<file path="src/rtl/tracker_pkg.sv">
// rtl/tracker_pkg.sv - shared defaults, widths and FSM state type for the centroid tracker
package tracker_pkg;
  localparam int H_ACT_DEF = 640;
  localparam int V_ACT_DEF = 480;
  localparam int SUM_W_DEF = 28;
  localparam int CNT_W_DEF = 19;

  typedef enum logic [1:0] {
    IDLE    = 2'd0,
    DIV_X   = 2'd1,
    DIV_Y   = 2'd2,
    PUBLISH = 2'd3
  } state_e;
endpackage

</file>
<file path="src/rtl/seq_divider.sv">
// rtl/seq_divider.sv - restoring divider, SUM_W iterations, first iteration on the start edge
module seq_divider
  import tracker_pkg::*;
#(
  parameter int SUM_W = SUM_W_DEF,
  parameter int CNT_W = CNT_W_DEF
) (
  input  logic             clk,
  input  logic             resetn,
  input  logic             start,
  input  logic [SUM_W-1:0] dividend,
  input  logic [CNT_W-1:0] divisor,
  output logic             busy,
  output logic             done,
  output logic [SUM_W-1:0] quotient
);
  localparam int IW = $clog2(SUM_W) + 1;

  logic [CNT_W-1:0] rem_q, rem_d, rem_in;
  logic [SUM_W-1:0] quo_q, quo_d, quo_in;
  logic [IW-1:0]    iter_q, iter_d;
  logic             busy_q, busy_d, done_q, done_d;
  logic [CNT_W:0]   trial, rem_step;
  logic             ge;

  // One shift/subtract step, fed from the operands directly when starting.
  always_comb begin
    rem_in   = busy_q ? rem_q : '0;
    quo_in   = busy_q ? quo_q : dividend;
    trial    = {rem_in, quo_in[SUM_W-1]};
    ge       = trial >= {1'b0, divisor};
    rem_step = ge ? (trial - {1'b0, divisor}) : trial;

    rem_d  = rem_q;
    quo_d  = quo_q;
    iter_d = iter_q;
    busy_d = busy_q;
    done_d = 1'b0;
    if (start && !busy_q) begin
      rem_d  = rem_step[CNT_W-1:0];
      quo_d  = {quo_in[SUM_W-2:0], ge};
      iter_d = IW'(SUM_W - 1);
      busy_d = 1'b1;
    end else if (busy_q) begin
      rem_d  = rem_step[CNT_W-1:0];
      quo_d  = {quo_in[SUM_W-2:0], ge};
      iter_d = iter_q - 1'b1;
      if (iter_q == IW'(1)) begin
        busy_d = 1'b0;
        done_d = 1'b1;
      end
    end
  end

  always_ff @(posedge clk) begin
    if (!resetn) begin
      rem_q  <= '0;
      quo_q  <= '0;
      iter_q <= '0;
      busy_q <= 1'b0;
      done_q <= 1'b0;
    end else begin
      rem_q  <= rem_d;
      quo_q  <= quo_d;
      iter_q <= iter_d;
      busy_q <= busy_d;
      done_q <= done_d;
    end
  end

  assign busy     = busy_q;
  assign done     = done_q;
  assign quotient = quo_q;
endmodule

</file>
<file path="src/rtl/target_centroid_tracker.sv">
// rtl/target_centroid_tracker.sv - per-frame target centroid, validity and dx tracker
// Optional bounding box outputs built when TRACKER_BBOX_EN is defined.
module target_centroid_tracker
  import tracker_pkg::*;
#(
  parameter int H_ACT      = H_ACT_DEF,
  parameter int V_ACT      = V_ACT_DEF,
  parameter int MIN_PIXELS = 16,
  parameter int SUM_W      = SUM_W_DEF,
  parameter int CNT_W      = CNT_W_DEF
) (
  input  logic        clk,
  input  logic        reset,
  input  logic        pix_en,
  input  logic        DE,
  input  logic [9:0]  x_pixel,
  input  logic [9:0]  y_pixel,
  input  logic        is_target_color,
  output logic [9:0]  centroid_x,
  output logic [9:0]  centroid_y,
  output logic        obj_valid,
  output logic [10:0] dx,
  output logic [9:0]  bbox_xmin,
  output logic [9:0]  bbox_xmax,
  output logic [9:0]  bbox_ymin,
  output logic [9:0]  bbox_ymax,
  output logic        result_valid,
  output logic        frame_drop
);
  function automatic logic [9:0] clamp_q(input logic [SUM_W-1:0] q, input logic [9:0] lim);
    return (q > SUM_W'(lim)) ? lim : q[9:0];
  endfunction

  state_e           state_q, state_d;
  logic [CNT_W-1:0] cnt_q, cnt_d, acc_cnt, snap_cnt_q, snap_cnt_d;
  logic [SUM_W-1:0] sx_q, sx_d, acc_sx, snap_sx_q, snap_sx_d;
  logic [SUM_W-1:0] sy_q, sy_d, acc_sy, snap_sy_q, snap_sy_d;
  logic             pend_q, pend_d;
  logic [9:0]       qx_q, qx_d, qy_q, qy_d;
  logic [9:0]       cx_q, cx_d, cy_q, cy_d;
  logic             ov_q, ov_d, rv_q, rv_d, fd_q, fd_d;
  logic [10:0]      dx_q, dx_d;
  logic             hit, close, accept, snap_ok;
  logic             div_start, div_busy, div_done;
  logic [SUM_W-1:0] div_dividend, div_quotient;

  always_comb begin
    hit     = pix_en && DE && is_target_color;
    close   = pix_en && DE && (x_pixel == 10'(H_ACT - 1)) && (y_pixel == 10'(V_ACT - 1));
    accept  = close && (state_q == IDLE) && !pend_q;
    snap_ok = snap_cnt_q >= CNT_W'(MIN_PIXELS);

    // The closing pixel is counted, then the running sums restart for the next frame.
    acc_cnt = cnt_q + CNT_W'(hit);
    acc_sx  = sx_q + (hit ? SUM_W'(x_pixel) : '0);
    acc_sy  = sy_q + (hit ? SUM_W'(y_pixel) : '0);
    cnt_d   = close ? '0 : acc_cnt;
    sx_d    = close ? '0 : acc_sx;
    sy_d    = close ? '0 : acc_sy;

    snap_cnt_d = accept ? acc_cnt : snap_cnt_q;
    snap_sx_d  = accept ? acc_sx : snap_sx_q;
    snap_sy_d  = accept ? acc_sy : snap_sy_q;
    pend_d     = accept ? 1'b1 : pend_q;
    fd_d       = close && !accept;

    div_start    = 1'b0;
    div_dividend = (state_q == DIV_X) ? snap_sy_q : snap_sx_q;
    state_d = state_q;
    qx_d    = qx_q;
    qy_d    = qy_q;
    cx_d    = cx_q;
    cy_d    = cy_q;
    ov_d    = ov_q;
    dx_d    = dx_q;
    rv_d    = 1'b0;

    case (state_q)
      IDLE: begin
        if (pend_q) begin
          pend_d = 1'b0;
          if (snap_ok) begin
            div_start = 1'b1;
            state_d   = DIV_X;
          end else begin
            state_d = PUBLISH;
          end
        end
      end
      DIV_X: begin
        if (div_done) begin
          qx_d      = clamp_q(div_quotient, 10'(H_ACT - 1));
          div_start = 1'b1;
          state_d   = DIV_Y;
        end
      end
      DIV_Y: begin
        if (div_done) begin
          qy_d    = clamp_q(div_quotient, 10'(V_ACT - 1));
          state_d = PUBLISH;
        end
      end
      PUBLISH: begin
        rv_d    = 1'b1;
        state_d = IDLE;
        if (snap_ok) begin
          cx_d = qx_q;
          cy_d = qy_q;
          ov_d = 1'b1;
          dx_d = ov_q ? ({1'b0, qx_q} - {1'b0, cx_q}) : 11'd0;
        end else begin
          ov_d = 1'b0;
          dx_d = 11'd0;
        end
      end
      default: state_d = IDLE;
    endcase
  end

  always_ff @(posedge clk) begin
    if (!reset) begin
      state_q    <= IDLE;
      cnt_q      <= '0;
      sx_q       <= '0;
      sy_q       <= '0;
      snap_cnt_q <= '0;
      snap_sx_q  <= '0;
      snap_sy_q  <= '0;
      pend_q     <= 1'b0;
      qx_q       <= '0;
      qy_q       <= '0;
      cx_q       <= '0;
      cy_q       <= '0;
      ov_q       <= 1'b0;
      dx_q       <= '0;
      rv_q       <= 1'b0;
      fd_q       <= 1'b0;
    end else begin
      state_q    <= state_d;
      cnt_q      <= cnt_d;
      sx_q       <= sx_d;
      sy_q       <= sy_d;
      snap_cnt_q <= snap_cnt_d;
      snap_sx_q  <= snap_sx_d;
      snap_sy_q  <= snap_sy_d;
      pend_q     <= pend_d;
      qx_q       <= qx_d;
      qy_q       <= qy_d;
      cx_q       <= cx_d;
      cy_q       <= cy_d;
      ov_q       <= ov_d;
      dx_q       <= dx_d;
      rv_q       <= rv_d;
      fd_q       <= fd_d;
    end
  end

  seq_divider #(.SUM_W(SUM_W), .CNT_W(CNT_W)) u_div (
    .clk      (clk),
    .resetn   (reset),
    .start    (div_start),
    .dividend (div_dividend),
    .divisor  (snap_cnt_q),
    .busy     (div_busy),
    .done     (div_done),
    .quotient (div_quotient)
  );

`ifdef TRACKER_BBOX_EN
  logic [9:0] xmin_q, xmin_d, xmax_q, xmax_d, ymin_q, ymin_d, ymax_q, ymax_d;
  logic [9:0] acc_xmin, acc_xmax, acc_ymin, acc_ymax;
  logic [9:0] s_xmin_q, s_xmin_d, s_xmax_q, s_xmax_d, s_ymin_q, s_ymin_d, s_ymax_q, s_ymax_d;
  logic [9:0] b_xmin_q, b_xmin_d, b_xmax_q, b_xmax_d, b_ymin_q, b_ymin_d, b_ymax_q, b_ymax_d;
  logic       bbox_pub;

  always_comb begin
    acc_xmin = (hit && x_pixel < xmin_q) ? x_pixel : xmin_q;
    acc_xmax = (hit && x_pixel > xmax_q) ? x_pixel : xmax_q;
    acc_ymin = (hit && y_pixel < ymin_q) ? y_pixel : ymin_q;
    acc_ymax = (hit && y_pixel > ymax_q) ? y_pixel : ymax_q;
    xmin_d   = close ? 10'd1023 : acc_xmin;
    xmax_d   = close ? 10'd0 : acc_xmax;
    ymin_d   = close ? 10'd1023 : acc_ymin;
    ymax_d   = close ? 10'd0 : acc_ymax;
    s_xmin_d = accept ? acc_xmin : s_xmin_q;
    s_xmax_d = accept ? acc_xmax : s_xmax_q;
    s_ymin_d = accept ? acc_ymin : s_ymin_q;
    s_ymax_d = accept ? acc_ymax : s_ymax_q;
    bbox_pub = (state_q == PUBLISH) && snap_ok;
    b_xmin_d = bbox_pub ? s_xmin_q : b_xmin_q;
    b_xmax_d = bbox_pub ? s_xmax_q : b_xmax_q;
    b_ymin_d = bbox_pub ? s_ymin_q : b_ymin_q;
    b_ymax_d = bbox_pub ? s_ymax_q : b_ymax_q;
  end

  always_ff @(posedge clk) begin
    if (!reset) begin
      xmin_q <= 10'd1023; xmax_q <= '0; ymin_q <= 10'd1023; ymax_q <= '0;
      s_xmin_q <= '0; s_xmax_q <= '0; s_ymin_q <= '0; s_ymax_q <= '0;
      b_xmin_q <= '0; b_xmax_q <= '0; b_ymin_q <= '0; b_ymax_q <= '0;
    end else begin
      xmin_q <= xmin_d; xmax_q <= xmax_d; ymin_q <= ymin_d; ymax_q <= ymax_d;
      s_xmin_q <= s_xmin_d; s_xmax_q <= s_xmax_d; s_ymin_q <= s_ymin_d; s_ymax_q <= s_ymax_d;
      b_xmin_q <= b_xmin_d; b_xmax_q <= b_xmax_d; b_ymin_q <= b_ymin_d; b_ymax_q <= b_ymax_d;
    end
  end

  assign bbox_xmin = b_xmin_q;
  assign bbox_xmax = b_xmax_q;
  assign bbox_ymin = b_ymin_q;
  assign bbox_ymax = b_ymax_q;
`else
  assign bbox_xmin = '0;
  assign bbox_xmax = '0;
  assign bbox_ymin = '0;
  assign bbox_ymax = '0;
`endif

  assign centroid_x   = cx_q;
  assign centroid_y   = cy_q;
  assign obj_valid    = ov_q;
  assign dx           = dx_q;
  assign result_valid = rv_q;
  assign frame_drop   = fd_q;
endmodule

</file>
<file path="config.mk">
export PLATFORM = sky130hd
export DESIGN_NAME = target_centroid_tracker
export DESIGN_NICKNAME = d
export VERILOG_FILES = /design/src/rtl/tracker_pkg.sv /design/src/rtl/seq_divider.sv /design/src/rtl/target_centroid_tracker.sv
export SDC_FILE = /design/constraint.sdc
export NUM_CORES = 1
export LEC_CHECK = 0
export BUFFER_PORTS_ARGS = -buffer_cell sky130_fd_sc_hd__buf_2
export CORE_ASPECT_RATIO = 1.25
export CORE_UTILIZATION = 45
export DETAILED_ROUTE_END_ITERATION = 7
export PLACE_DENSITY = 0.75
export SYNTH_ARGS = -nofsm -noshare
export SYNTH_HDL_FRONTEND = slang
export SYNTH_SLANG_ARGS = --single-unit
</file>
<file path="constraint.sdc">
create_clock -name clk -period 2.9 [get_ports clk]
set_input_delay 0.725 -clock clk [delete_from_list [all_inputs] [get_ports clk]]
set_output_delay 0.725 -clock clk [all_outputs]
set_load 0.05 [all_outputs]
</file>
==> impl_metrics.csv, run 1 <==
group,metric,value,unit
timing,fin_crit_sh,101,%
cts,clk_latency,0.55,ns
global_routing,grt_first_pass_wirelength,50000,um
setup_path,critical_path_peak_fanout,12,
global_routing,grt_pass1_vias,10400,
detailed_routing,drc,0,
detailed_routing,dr.first_iter.drc_count,693,
power_and_ir_drop,p_per_area,522,mW/mm^2
finish,num_antenna_cells,0,
yosys,seq_area_frac_synth,40.2,%
yosys,ys_ff_latch,262,
global_routing,grt_max_degree,72,
timing,setup_viol,4,
timing,hold-worst-slack,0.450,ns
outcome,violations,"setup timing",
hold_path,min_path_cells,2,
finish,fin_cells,2050,
global_routing,grt_overflow,0,
finish,regArea,0.00525,mm^2
finish,fin_nets,1760,
finish,area_growth,18.9,%
setup_path,critPathSlowestCell,"dfxtp_4",
setup_path,r2r_cells,14,
cts,cts_tree,"yes",
job,cap_violations,0,
timing,worstMarginPinSlew,0.581,ns
power_and_ir_drop,vdd_drop_max,0.000438,V
detailed_routing,wl_per_cell,15.1,um
cts,htree_levels,1,
timing,drv_slew,0,
setup_path,worstReg2RegStart,"u_div.busy",
finish,drive_above_1_share,17.4,%
setup_path,critical_path_class,"flip-flop to flip-flop",
setup_path,slowest_delay,0.39,ns
floorplan,row_count,69,
setup_path,critPathRequiredTime,3.32,ns
cts,cts_sinks,262,
floorplan,die_area,0.0297,mm^2
yosys,synthesis.area,0.0130,mm^2
setup_path,worstSetupEndpointType,"flip-flop",
floorplan,die_w,154,um
global_routing,antenna_found_initial,0,
yosys,synth.avg_cell_area,8.36,um^2
timing,setup_ws,-0.0379,ns
setup_path,cpMostUsedCell,"buf_4",
setup_path,crit_path_start_kind,"flip-flop",
cts,cts_hold_buf,0,
placed_design,port_buffers,58,
timing,tns,-0.0821,ns
cts,clock_path_buffers,3,
hold_path,min-delay-path-class,"flip-flop to flip-flop",
yosys,synth_edf_count,0,
cts,cts_inserted_buffers,27,
floorplan,io_pins,99,
timing,fmax,0.340,GHz
setup_path,path_buf_inv,5,
hold_path,min_to,"centroid_y[1]",
detailed_routing,drt_pass1_iterations,5,
setup_path,path_cells,"buf_4 -> buf_4 -> and2_1 -> ha_1 -> a21oi_1 -> o211ai_1 -> buf_4 -> nor3_2 -> a31o_4 -> buf_12 -> clkbuf_16 -> nor2_4 -> a21oi_2 -> a211oi_2",
outcome,status,"finished with violations",
setup_path,r2r_end,"u_div.rem_q[4]",
setup_path,crit_family,"compound AO/OA/AOI/OAI gates",
yosys,synth-async-reset-ratio,0,%
placed_design,place.gp.congestion,0.869,
floorplan,initial_core_util,45.8,%
power_and_ir_drop,total_power,8.10,mW
finish,final_common_cell,"dfxtp_1",
timing,slew_headroom,61.3,%
floorplan,dieHeight,192,um
timing,hold_violations,0,
power_and_ir_drop,p_leak,6.03,nW
timing,final.setup_skew,0.0196,ns
global_routing,gr-usage-all-layers,20.4,%
setup_path,r2r_setup_slack,-0.04,ns
yosys,yosys_warnings,0,
hold_path,hold_start,"centroid_y[1]",
cts,root_buffer,"clkbuf_16",
placed_design,hpwlAfterDp,21700,um
yosys,synth_cell_type_count,73,
yosys,dominantRegCellSynth,"dfxtp_1",
placed_design,placed_cells,1982,
setup_path,arrival,3.36,ns
detailed_routing,vias,11200,
finish,layout_common_cells,"259 x dfxtp_1, 251 x nor2_1, 120 x a21oi_1, 111 x nand2_1, 95 x buf_4",
detailed_routing,vias_per_cell,5.46,
finish,multi_input_area,0.00735,mm^2
yosys,synthCells,1559,
detailed_routing,wl,30900,um
placed_design,pre_cts_slack,-0.516,ns
cts,clk_pin_slew,0.07,ns
finish,fillCellCount,2515,
timing,period_needed,2.94,ns
floorplan,core,0.0285,mm^2
detailed_routing,drtAntennaViolNets,0,
timing,rsz0062_at_grt,"true",
## metrics by stage
stage               util [%]  cell area (um^2)
finish                  54.4             15500
global route            54.4             15500
CTS                     53.4             15200
detailed placement      49.4             14100
global placement        49.4             14100
floorplan                  -             13200
## metal layers
layer,vias to the layer above,global-route usage [%],routed length [um],share of wire [%]
met5,-,0,0,0
met4,0,7.23,701,2.3
li1,5599,-,-,-
met1,5239,26.3,14300,46
met2,295,35.4,14700,48
met3,51,2.27,1270,4.1
## state kept, by name, indices dropped and copies added, names as in the netlist, 2 cells and up
name	cells
centroid_x	10
centroid_y	10
cnt_q	19
dx	11
qx_q	10
qy_q	10
snap_cnt_q	19
snap_sx_q	28
snap_sy_q	28
state_q	2
sx_q	28
sy_q	28
u_div.iter_q	6
u_div.quotient	28
u_div.rem_q	19
## tightest hold or removal path: stages, from the launching register on
cell	delay, ns
dfxtp_1	0.30
nand2_1	0.05
a21oi_1	0.05
## worst max-delay path by stage
stage / startpoint / to / depth (start not counted)
2_1_floorplan: is_target_color / snap_sy_q[12] / 12
3_3_place_gp: is_target_color / snap_sx_q[22] / 12
3_5_place_dp: is_target_color / snap_sx_q[12] / 12
4_1_cts: state_q[1] / u_div.rem_q[16] / 16
5_1_grt: state_q[1] / u_div.rem_q[16] / 16
6_report: u_div.busy / u_div.rem_q[4] / 14
## cells by family (layout without fill, tap and decap cells)
kind of cell	after synthesis	in the layout	share of synthesized area (%)
AOI/OAI and AO/OA	369	369	19.0
xor gates and xnor gates	83	83	5.58
adders and majority gates	61	61	6.09
buffers and inverters	176	273	6.56
DFF	262	262	40.2
muxes	30	30	2.30
other	1	40	0.0288
and+or+nand+nor	577	577	20.2
## what timing repair did
item,CTS,global route
gates resized for setup,19,42
pin swaps,4,14
endpoints found under the setup margin,19,39
setup buffers,9,8
gates cloned,0,1
## final cells by class
class,count,area share (%)
Clock buffer,33,4.76
Clock inverter,17,1.63
Inverter,56,1.37
Multi-Input combinational cell,1160,47.4
Sequential cell,262,33.9
Tap cell,355,2.87
Timing Repair Buffer,167,8.06
## cells in the mapped netlist, drive strengths merged (20+ instances only)
master,n,area (um^2)
nand2,116,435
nor3,24,120
xnor2,32,280
clkbuf,55,206
o21a,20,150
buf,65,438
inv,56,210
nand3,41,205
ha,57,713
a21oi,127,636
and2,49,307
and3,21,131
nor2,257,967
dfxtp,262,5250
xor2,51,447
a211oi,83,653
mux2i,30,300
nand4,23,144
o21ai,52,268
## power by group
part / switching [mW] / total [mW] / internal (mW)
combinational: 0.412 / 0.650 / 0.238
clock: 1.53 / 3.81 / 2.28
sequential: 0.0148 / 3.64 / 3.62
Note: power is estimated with default switching activity, not from simulation.
==> run 2: changes to the inputs <==
--- a/config.mk
+++ b/config.mk
@@ -9,7 +9,8 @@
 export CORE_ASPECT_RATIO = 1.25
 export CORE_UTILIZATION = 45
 export DETAILED_ROUTE_END_ITERATION = 7
-export PLACE_DENSITY = 0.75
+export PLACE_DENSITY = 0.73
+export SETUP_SLACK_MARGIN = 0.15
 export SYNTH_ARGS = -nofsm -noshare
 export SYNTH_HDL_FRONTEND = slang
 export SYNTH_SLANG_ARGS = --single-unit
==> constraint.sdc (replaced) <==
create_clock -name clk -period 3.5 [get_ports clk]
set_input_delay 0.875 -clock clk [delete_from_list [all_inputs] [get_ports clk]]
set_output_delay 0.875 -clock clk [all_outputs]
set_load 0.05 [all_outputs]
==> impl_metrics.csv, run 2 (synthesized netlist as in run 1, its figures left out) <==
group,metric,value,unit
timing,fmax,0.311,GHz
floorplan,die_area,0.0297,mm^2
setup_path,crit_cells,16,
cts,root_buffer,"clkbuf_16",
power_and_ir_drop,vdd_drop_max,0.000318,V
global_routing,antenna_found_initial,0,
placed_design,pre_cts_slack,-0.00460,ns
finish,fin_nets,1676,
setup_path,path_cells,"inv_1 -> ha_2 -> mux2i_1 -> nor2_1 -> a21oi_2 -> ha_1 -> inv_1 -> fa_2 -> nand3_4 -> a211oi_4 -> a211oi_2 -> buf_4 -> a31oi_4 -> nor2_1 -> a221oi_1 -> nor2_1",
placed_design,place.gp.congestion,0.864,
setup_path,crit_path_start_kind,"flip-flop",
floorplan,core,0.0285,mm^2
setup_path,r2r_cells,16,
job,cap_violations,0,
setup_path,critical_path_class,"flip-flop to flip-flop",
setup_path,worstReg2RegStart,"state_q[1]",
setup_path,arrival,3.63,ns
timing,fin_crit_sh,92.0,%
setup_path,worstSetupEndpointType,"flip-flop",
global_routing,grt_overflow,0,
setup_path,timing.critical_path.from,"state_q[1]",
setup_path,path_buf_inv,3,
cts,cts_hold_buf,0,
hold_path,hold_start,"dx[7]",
global_routing,grt_first_pass_wirelength,48200,um
finish,num_antenna_cells,0,
placed_design,hpwlAfterDp,20800,um
cts,htree_levels,1,
timing,period_needed,3.22,ns
timing,setup_viol,0,
timing,final.setup_skew,0.0199,ns
floorplan,io_pins,99,
setup_path,critPathRequiredTime,3.91,ns
finish,final_common_cell,"dfxtp_1",
timing,worstMarginPinSlew,1.09,ns
hold_path,min-delay-path-class,"flip-flop to flip-flop",
outcome,status,"completed",
detailed_routing,drc,0,
cts,cts_sinks,262,
timing,tns,0,ns
detailed_routing,wl_per_cell,14.8,um
floorplan,dieHeight,192,um
finish,fillCellCount,2589,
power_and_ir_drop,total_power,6.62,mW
timing,setup_ws,0.281,ns
detailed_routing,vias_per_cell,5.46,
power_and_ir_drop,p_leak,5.55,nW
finish,regArea,0.00525,mm^2
timing,rsz0062_at_grt,"true",
cts,cts_inserted_buffers,26,
global_routing,gr-usage-all-layers,19.5,%
timing,slew_headroom,27.6,%
setup_path,critical_path_peak_fanout,9,
floorplan,die_w,154,um
setup_path,slowest_delay,0.35,ns
finish,area_growth,11.7,%
timing,hold_violations,0,
cts,clk_latency,0.53,ns
setup_path,crit_family,"compound AO/OA/AOI/OAI gates",
detailed_routing,drtAntennaViolNets,0,
setup_path,critPathSlowestCell,"dfxtp_1",
cts,cts_tree,"yes",
finish,multi_input_area,0.00712,mm^2
finish,utilization,51.1,%
floorplan,row_count,69,
setup_path,cpMostUsedCell,"nor2_1",
floorplan,initial_core_util,45.8,%
power_and_ir_drop,p_per_area,455,mW/mm^2
finish,layout_common_cells,"261 x dfxtp_1, 255 x nor2_1, 126 x a21oi_1, 114 x nand2_1, 77 x a211oi_1",
placed_design,port_buffers,58,
detailed_routing,vias,10700,
global_routing,grt_pass1_vias,9951,
global_routing,grt_max_degree,69,
detailed_routing,dr.first_iter.drc_count,733,
cts,post-cts-setup-buffer-count,0,
detailed_routing,wl,29200,um
cts,clk_pin_slew,0.06,ns
hold_path,min_path_cells,2,
timing,hold-worst-slack,0.451,ns
finish,drive_above_1_share,10.4,%
timing,drv_slew,0,
detailed_routing,drt_pass1_iterations,6,
cts,clock_path_buffers,3,
[run 2: cell types whose count changed in the layout (fill, tap and decap cells not counted), moves of 3 or more]
cell | previous run | this run
buf_6 | 4 | 0
clkinvlp_4 | 5 | 2
o31ai_2 | 4 | 0
o31ai_1 | 4 | 8
nand2_1 | 111 | 114
nor3_2 | 3 | 0
a21oi_1 | 120 | 126
buf_12 | 8 | 4
buf_4 | 95 | 22
nand2_4 | 3 | 0
a21oi_2 | 7 | 1
nor2_1 | 251 | 255
nor3_1 | 21 | 24
[run 2: path summary, 6_finish.rpt]
path,end,slack (ns)
hold / removal,dx[7],0.45
setup reg to reg,u_div.rem_q[9],0.28
hold reg to reg,dx[7],0.45
setup / recovery,u_div.rem_q[9],0.28
[run 2: worst min-delay path: stages (launching register included)]
cell     delay (ns)
dfxtp_1        0.32
nand2_1        0.05
o31ai_1        0.05
[run 2: power breakdown]
group | total, mW | switching, mW | internal [mW] | leakage, nW
registers | 3.01 | 0.0108 | 3.00 | 2.11
logic | 0.433 | 0.313 | 0.120 | 2.95
clock network | 3.18 | 1.19 | 1.98 | 0.484
total | 6.62 | 1.52 | 5.10 | 5.55
[run 2: stage by stage]
step | std cells | area (um^2)
finish | 1965 | 14600
global placement | 1917 | 13500
detailed placement | 1917 | 13500
global route | 1965 | 14600
CTS | 1965 | 14500
floorplan | 1598 | 13200
[run 2: layer usage]
metal | part of all wire (%) | track usage (%) | vias up
met5 | 0 | 0 | -
met4 | 1.6 | 5.31 | 0
met3 | 3.6 | 1.84 | 36
met2 | 47 | 33.8 | 235
met1 | 48 | 25.9 | 5027
li1 | - | - | 5438
[run 2: timing repair]
item                                    4_1_cts  5_1_grt
resized for setup                             0        7
endpoints found under the setup margin        0       17
hold endpoints to repair                      0        0
[run 2: final cells by class]
cell class	instances	share of cell area, %
Multi-Input combinational cell	1160	48.9
Sequential cell	262	36.0
Clock buffer	35	5.26
Timing Repair Buffer	84	3.68
Tap cell	355	3.05
Clock inverter	13	1.59
Inverter	56	1.46
==> run 3: changes to the inputs <==
==> constraint.sdc (replaced) <==
create_clock -name clk -period 3.7 [get_ports clk]
set_input_delay 0.925 -clock clk [delete_from_list [all_inputs] [get_ports clk]]
set_output_delay 0.925 -clock clk [all_outputs]
set_load 0.05 [all_outputs]
==> impl_metrics.csv, run 3 (synthesized netlist as in run 1, its figures left out) <==
group,metric,value,unit
finish,layout_common_cells,"261 x dfxtp_1, 256 x nor2_1, 126 x a21oi_1, 115 x nand2_1, 77 x a211oi_1",
setup_path,arrival,3.71,ns
global_routing,grt_max_degree,67,
placed_design,port_buffers,58,
timing,period_needed,3.26,ns
floorplan,die_area,0.0297,mm^2
cts,clk_pin_slew,0.06,ns
setup_path,r2r_cells,15,
detailed_routing,vias,10700,
floorplan,die_w,154,um
setup_path,worstSetupEndpointType,"flip-flop",
cts,cts_tree,"yes",
outcome,status,"completed",
cts,htree_levels,1,
finish,drive_above_1_share,9.60,%
setup_path,critical_path_class,"flip-flop to flip-flop",
timing,rsz0062_at_grt,"false",
placed_design,hpwlAfterDp,20800,um
finish,area_growth,10.5,%
timing,hold_violations,0,
detailed_routing,wl_per_cell,15.0,um
global_routing,antenna_found_initial,0,
setup_path,slowest_delay,0.48,ns
timing,worstMarginPinSlew,1.02,ns
setup_path,path_buf_inv,2,
floorplan,row_count,69,
detailed_routing,dr.first_iter.drc_count,704,
hold_path,min_to,"centroid_y[6]",
cts,clock_path_buffers,3,
timing,setup_viol,0,
floorplan,io_pins,99,
setup_path,r2r_setup_slack,0.44,ns
floorplan,initial_core_util,45.8,%
setup_path,critPathRequiredTime,4.15,ns
global_routing,gr-usage-all-layers,19.6,%
cts,cts_inserted_buffers,27,
detailed_routing,vias_per_cell,5.44,
floorplan,core,0.0285,mm^2
hold_path,min_path_cells,2,
setup_path,timing.critical_path.from,"state_q[1]",
placed_design,place.gp.congestion,0.843,
cts,root_buffer,"clkbuf_16",
timing,drv_slew,0,
setup_path,critical_path_peak_fanout,5,
timing,hold-worst-slack,0.451,ns
detailed_routing,drt_pass1_iterations,5,
floorplan,dieHeight,192,um
power_and_ir_drop,p_per_area,418,mW/mm^2
timing,fin_crit_sh,88.2,%
timing,final.setup_skew,0.0229,ns
setup_path,crit_family,"compound AO/OA/AOI/OAI gates",
power_and_ir_drop,vdd_drop_max,0.000336,V
timing,fmax,0.307,GHz
timing,tns,0,ns
finish,num_antenna_cells,0,
cts,clk_latency,0.54,ns
hold_path,min-delay-path-class,"flip-flop to flip-flop",
timing,slew_headroom,32.3,%
setup_path,worstReg2RegStart,"state_q[1]",
setup_path,crit_path_start_kind,"flip-flop",
hold_path,hold_start,"centroid_y[6]",
finish,fin_nets,1671,
detailed_routing,wl,29300,um
global_routing,grt_overflow,0,
finish,final_common_cell,"dfxtp_1",
power_and_ir_drop,p_leak,5.46,nW
global_routing,grt_first_pass_wirelength,48400,um
cts,cts_sinks,262,
setup_path,path_cells,"inv_1 -> ha_2 -> mux2i_1 -> nor2_1 -> a21oi_2 -> ha_1 -> inv_1 -> fa_1 -> nand3_1 -> a211oi_2 -> a211oi_4 -> a31o_2 -> nor2_1 -> o21ai_0 -> a41oi_2",
finish,fillCellCount,2650,
detailed_routing,drc,0,
setup_path,critPathSlowestCell,"a211oi_2",
job,cap_violations,0,
setup_path,r2r_end,"u_div.rem_q[17]",
global_routing,grt_pass1_vias,9861,
detailed_routing,drtAntennaViolNets,0,
run 3: final cells by class:
class	instances	area [um^2]	share of cell area [%]
clock buffers	36	739	5.13
well taps	355	444	3.08
multi-input cells	1160	7100	49.3
repair buffers	78	503	3.49
clock inverters	12	154	1.07
flip-flops and latches	262	5250	36.4
inverters	56	213	1.48
run 3: routing by layer:
metal | vias to the layer above | GRT usage (%) | wire, um
met1 | 4970 | 26.2 | 14000
met5 | - | 0 | 0
met2 | 220 | 33.5 | 13600
met4 | 0 | 4.62 | 422
met3 | 30 | 2.69 | 1220
li1 | 5441 | - | -
run 3: power by group:
part | internal, mW | switching, mW
clock | 1.62 | 1.13
sequential | 2.84 | 0.0103
combinational | 0.112 | 0.303
run 3: worst reg2reg max path: stages (launching register included):
cell and delay (ns):
dfxtp_1 0.35, inv_1 0.08, ha_2 0.19, mux2i_1 0.11, nor2_1 0.12, a21oi_2 0.06
ha_1 0.21, inv_1 0.07, fa_1 0.21, nand3_1 0.16, a211oi_2 0.48, a211oi_4 0.11
a31o_2 0.33, nor2_1 0.36, o21ai_0 0.19, a41oi_2 0.18
run 3: how the worst max path moves through the flow:
stage	endpoint	slack [ns]	cells past startpoint
5_1_grt	u_div.rem_q[17]	0.18	15
2_1_floorplan	snap_sy_q[12]	0.48	12
3_3_place_gp	snap_sx_q[10]	0.18	12
4_1_cts	u_div.rem_q[1]	0.31	15
3_5_place_dp	snap_sx_q[10]	0.02	12
6_report	u_div.rem_q[17]	0.44	15
run 3: what timing repair did:
| action | 4_1_cts | 5_1_grt |
|---|---|---|
| hold buffers | 0 | 0 |
| endpoints found under the setup margin | 0 | 12 |
| gates resized for setup | 0 | 2 |
| setup buffers | 0 | 0 |
run 3: per-stage QoR:
| stage | setup slack, ns | utilization, % | instances | instance area, um^2 | total power, mW |
|---|---|---|---|---|---|
| after global routing | 0.178 | 50.6 | 1959 | 14400 | 6.23 |
| after CTS | 0.310 | 50.5 | 1959 | 14400 | 6.06 |
| after floorplan | 0.484 | - | 1598 | 13200 | 3.27 |
| final | 0.438 | 50.6 | 1959 | 14400 | 6.02 |
| after global placement | 0.182 | 47.4 | 1911 | 13500 | 3.31 |
| after detailed placement | 0.0223 | 47.4 | 1911 | 13500 | 3.32 |
